File: src/rtl/link_deserializer.sv
// Reassembles width+1-bit tokens from flit_width-bit link flits and feeds them,
// through a one-token output register, to the enqueue side of a bypass FIFO.
module link_deserializer #(
  parameter int unsigned width      = 0,
  parameter int unsigned flit_width = 8
) (
  input  logic                  CLK,
  input  logic                  RST_N,
  input  logic                  LINK_VALID,
  input  logic [flit_width-1:0] LINK_DATA,
  output logic                  LINK_READY,
  input  logic                  FLUSH,
  output logic                  ENQ,
  output logic [width:0]        ENQ_VALUE,
  input  logic                  NOT_FULL
);

  localparam int unsigned TW = width + 1;
  localparam int unsigned NF = (TW + flit_width - 1) / flit_width;
  localparam int unsigned AW = NF * flit_width;
  localparam int unsigned CW = (NF > 1) ? $clog2(NF) : 1;

  logic [AW-1:0] asm_q, asm_n;
  logic [CW-1:0] cnt_q, cnt_n;
  logic [TW-1:0] out_data_q, out_data_n;
  logic          out_full_q, out_full_n;

  logic          last_c;
  logic          accept_c;
  logic [AW-1:0] cat_c;

  // Final flit may stall only while the held token cannot drain; FLUSH blocks both sides.
  assign last_c     = (cnt_q == CW'(NF - 1));
  assign LINK_READY = !FLUSH && (!last_c || !out_full_q || NOT_FULL);
  assign ENQ        = !FLUSH && out_full_q && NOT_FULL;
  assign ENQ_VALUE  = out_data_q;
  assign accept_c   = LINK_VALID && LINK_READY;

  // Completed token: the incoming flit on top of the buffered lower flits.
  always_comb begin
    cat_c = asm_q;
    cat_c[AW-1 -: flit_width] = LINK_DATA;
  end

  // Padding bits of the final flit and the never-written top slot of asm_q.
  logic unused_bits;
  assign unused_bits = ^{asm_q[AW-1 -: flit_width], cat_c};

  always_ff @(posedge CLK or negedge RST_N) begin
    if (!RST_N) begin
      asm_q      <= '0;
      cnt_q      <= '0;
      out_data_q <= '0;
      out_full_q <= 1'b0;
    end else begin
      asm_q      <= asm_n;
      cnt_q      <= cnt_n;
      out_data_q <= out_data_n;
      out_full_q <= out_full_n;
    end
  end

  // Next state of the implicit COLLECT_k / HOLD control.
  always_comb begin
    asm_n      = asm_q;
    cnt_n      = cnt_q;
    out_data_n = out_data_q;
    out_full_n = out_full_q;
    if (FLUSH) begin
      cnt_n      = '0;
      out_full_n = 1'b0;
    end else begin
      if (ENQ) begin
        out_full_n = 1'b0;
      end
      if (accept_c) begin
        if (last_c) begin
          out_data_n = cat_c[TW-1:0];
          out_full_n = 1'b1;
          cnt_n      = '0;
        end else begin
          asm_n[32'(cnt_q) * flit_width +: flit_width] = LINK_DATA;
          cnt_n = cnt_q + CW'(1);
        end
      end
    end
  end

endmodule

File: config.mk
export PLATFORM = sky130hd
export DESIGN_NAME = link_deserializer
export DESIGN_NICKNAME = d
export VERILOG_FILES = /design/src/rtl/link_deserializer.sv
export SDC_FILE = /design/constraint.sdc
export NUM_CORES = 1
export LEC_CHECK = 0
export ABC_AREA = 0
export ABC_CLOCK_PERIOD_IN_PS = 1100
export CAP_MARGIN = 40
export CORE_AREA = 8 8 45 47
export DETAILED_ROUTE_END_ITERATION = 12
export DIE_AREA = 0 0 53 55
export PLACE_DENSITY = 0.35
export SYNTH_ARGS = -nofsm -noshare
export SYNTH_HDL_FRONTEND = slang
export SYNTH_SLANG_ARGS = --single-unit
File: constraint.sdc
create_clock -name CLK -period 1.1 [get_ports CLK]
set_input_delay 0.22 -clock CLK [delete_from_list [all_inputs] [get_ports CLK]]
set_output_delay 0.22 -clock CLK [all_outputs]
set_load 0.03 [all_outputs]
==> impl_metrics.py <==
metrics = {
    "critical_path": {
        "crit_top_cell": "buf_6",
        "crit_path_end": "LINK_READY",
        "critPathRequiredTime_ns": 0.88,
        "cp-end-kind": "output pin",
        "worst_path_largest_cell_delay_ns": 0.37,
        "path_depth": 4,
        "arrival_ns": 1.05,
        "crit_family": "flip-flops",
        "cp_slowest_cell": "dfrtp_1",
        "reg2reg_from": "out_full_q$_DFFE_PN0P_",
        "critPathLaunch": "out_full_q$_DFFE_PN0P_",
        "r2r_slack_ns": -0.06,
        "ff2ff_path_depth": 3,
        "worstPathCellList": "nor2b_4 > buf_6 > nor2_4 > buf_6",
        "critPathLaunchType": "register",
        "reg2reg_to": "ENQ_VALUE$_DFFE_PN0P_",
        "cp_num_buf_inv": 2,
        "path_max_fanout": 2,
        "path_class": "register to output pin",
    },
    "logic_synthesis": {
        "syn_area_per_cell_um2": 11.0,
        "synth_seq_area_share": 0.455,
        "syn_inst": 10,
        "synth_seq_cells": 2,
        "synth_area_um2": 110,
        "syn-num-nets": 23,
        "ys_types": 6,
        "yosys_warnings": 0,
    },
    "finish": {
        "design_area_um2": 260,
        "insertedDiodeCount": 0,
        "drive_gt1_frac": 0.542,
        "nNetsFinal": 39,
        "area_delta_synth_final_pct": 136,
        "post-route-util": 0.188,
    },
    "route": {
        "drt-initial-drc-count": 1,
        "drc_errors": 0,
        "vias": 127,
        "routed_wl_um": 380,
        "avgRoutedWirePerCell_um": 9.50,
        "routed_via_density": 3.18,
        "drt-pass1-iter-count": 2,
        "ant_nets": 0,
    },
    "timing": {
        "hold_viol": 0,
        "skew_ns": 0.00000686,
        "worstMarginPinSlew_ns": 0.183,
        "setup_viol": 3,
        "rsz0062_at_grt": "true",
        "period_needed_ns": 1.27,
        "relSlewSlack": 0.877,
        "maxSlewViolCount": 0,
        "hold_ws_ns": 0.160,
        "fmax_mhz": 789,
        "setup_ws_ns": -0.168,
        "min_period_over_period": 1.15,
    },
    "cts": {
        "cts_tree": "done",
        "ctsHoldBuffers": 0,
        "cts.path.max_buffers": 2,
        "cts_max_level": 1,
        "cts_made_buffers": 3,
        "clock_sinks": 2,
        "clock-root-buffer": "clkbuf_4",
        "clock_latency_ns": 0.22,
        "clk_pin_slew_worst_paths_ns": 0.03,
    },
    "power_and_ir_drop": {
        "power.leakage_uw": 0.000119,
        "powerDensity_nw_per_um2": 1330,
        "ir_drop_uv": 287,
        "power_uw": 346,
    },
    "placed_design": {
        "place_area_um2": 220,
        "port_buffers": 8,
        "gp_congestion": 0.559,
    },
    "floorplan": {
        "die-area_um2": 2920,
        "start_util": 0.0796,
        "placementRows": 14,
        "core_area_um2": 1380,
        "die_w_um": 53,
        "ios": 16,
        "die_h_um": 55,
    },
    "min_path": {
        "min_path_type": "input pin to async pin",
    },
    "global_routing": {
        "grt_max_degree": 4,
        "gr-total-overflow": 0,
        "antenna_found_initial": 0,
        "grt_pass1_vias": 153,
        "grt.total_usage": 0.0377,
        "grt_first_pass_wirelength_um": 655,
    },
    "run": {
        "maxCapViolCount": 0,
    },
    "status": {
        "status": "finished with violations",
        "violations": "setup timing",
    },
}
==> placed cells by master (no fill, tap or decap) <==
cell type,netlist,final
buf_4,0,4
buf_6,0,2
clkbuf_4,0,3
clkdlybuf4s50_1,0,3
dfrtp_1,2,2
dlygate4sd2_1,0,2
mux2_4,1,1
nand2_1,1,1
nor2_1,4,3
nor2_4,0,1
nor2b_4,1,1
nor3b_2,1,1
==> cells in the mapped netlist, drive strengths merged <==
master  count  area share
dfrtp       2        0.45
mux2        1        0.14
nand2       1       0.034
nor2        4        0.14
nor2b       1        0.12
nor3b       1        0.11
==> worst min path at each step <==
stage / startpoint / slack, ns / cells after the start / endpoint
final: RST_N / 0.16 / 1 / out_full_q$_DFFE_PN0P_
after global routing: RST_N / 0.15 / 1 / out_full_q$_DFFE_PN0P_
after CTS: RST_N / 0.15 / 1 / ENQ_VALUE$_DFFE_PN0P_
after detailed placement: RST_N / 0.39 / 1 / out_full_q$_DFFE_PN0P_
after global placement: RST_N / 0.40 / 1 / ENQ_VALUE$_DFFE_PN0P_
after floorplan: RST_N / -0.08 / 0 / ENQ_VALUE$_DFFE_PN0P_
==> cell families (layout without fill, tap and decap cells) <==
family,count (synthesis),in the layout,synth area share
buffers and inverters,0,14,0
and+or+nand+nor,7,7,0.409
DFF,2,2,0.455
muxes,1,1,0.136
==> where the power goes <==
group | leakage (uW) | internal (uW) | switching [uW]
registers | 0.0000245 | 82.8 | 5.74
logic | 0.0000811 | 51.8 | 42.3
clock network | 0.0000138 | 120 | 42.8
==> per-stage QoR <==
| stage | setup TNS, ns | worst slack [ns] | instances |
|---|---|---|---|
| detailed placement | -0.896 | -0.330 | 36 |
| floorplan | 0 | 0.0201 | 10 |
| global placement | -0.838 | -0.310 | 36 |
| CTS | -0.301 | -0.177 | 40 |
| finish | -0.318 | -0.168 | 40 |
| global route | -0.467 | -0.214 | 40 |
==> routing by layer <==
metal  global-route usage  vias up  wire length [um]  part of all wire
met5                    0        -                 0                 0
met4               0.0388        0                 0                 0
met3               0.0455        0                49              0.13
met2               0.0352       10               118              0.31
met1               0.0380       55               212              0.56
li1                     -       62                 -                 -
==> timing repair <==
action,CTS,global route
setup endpoints to repair,3,3
resized for setup,5,0
gates cloned,0,0
setup buffers,1,0
pin swaps,0,1
==> registers in the layout, summed over array words and instances (netlist names) <==
| register | cells |
|---|---|
| out_full_q | 1 |
| ENQ_VALUE | 1 |
==> area by class of cell <==
cell class | instances | area (um2)
Clock buffer | 3 | 22.5
Fill cell | 157 | 1120
Multi-Input combinational cell | 8 | 67.6
Sequential cell | 2 | 50.0
Tap cell | 16 | 20.0
Timing Repair Buffer | 11 | 100
No activity file was read; power rests on OpenSTA's default activity.
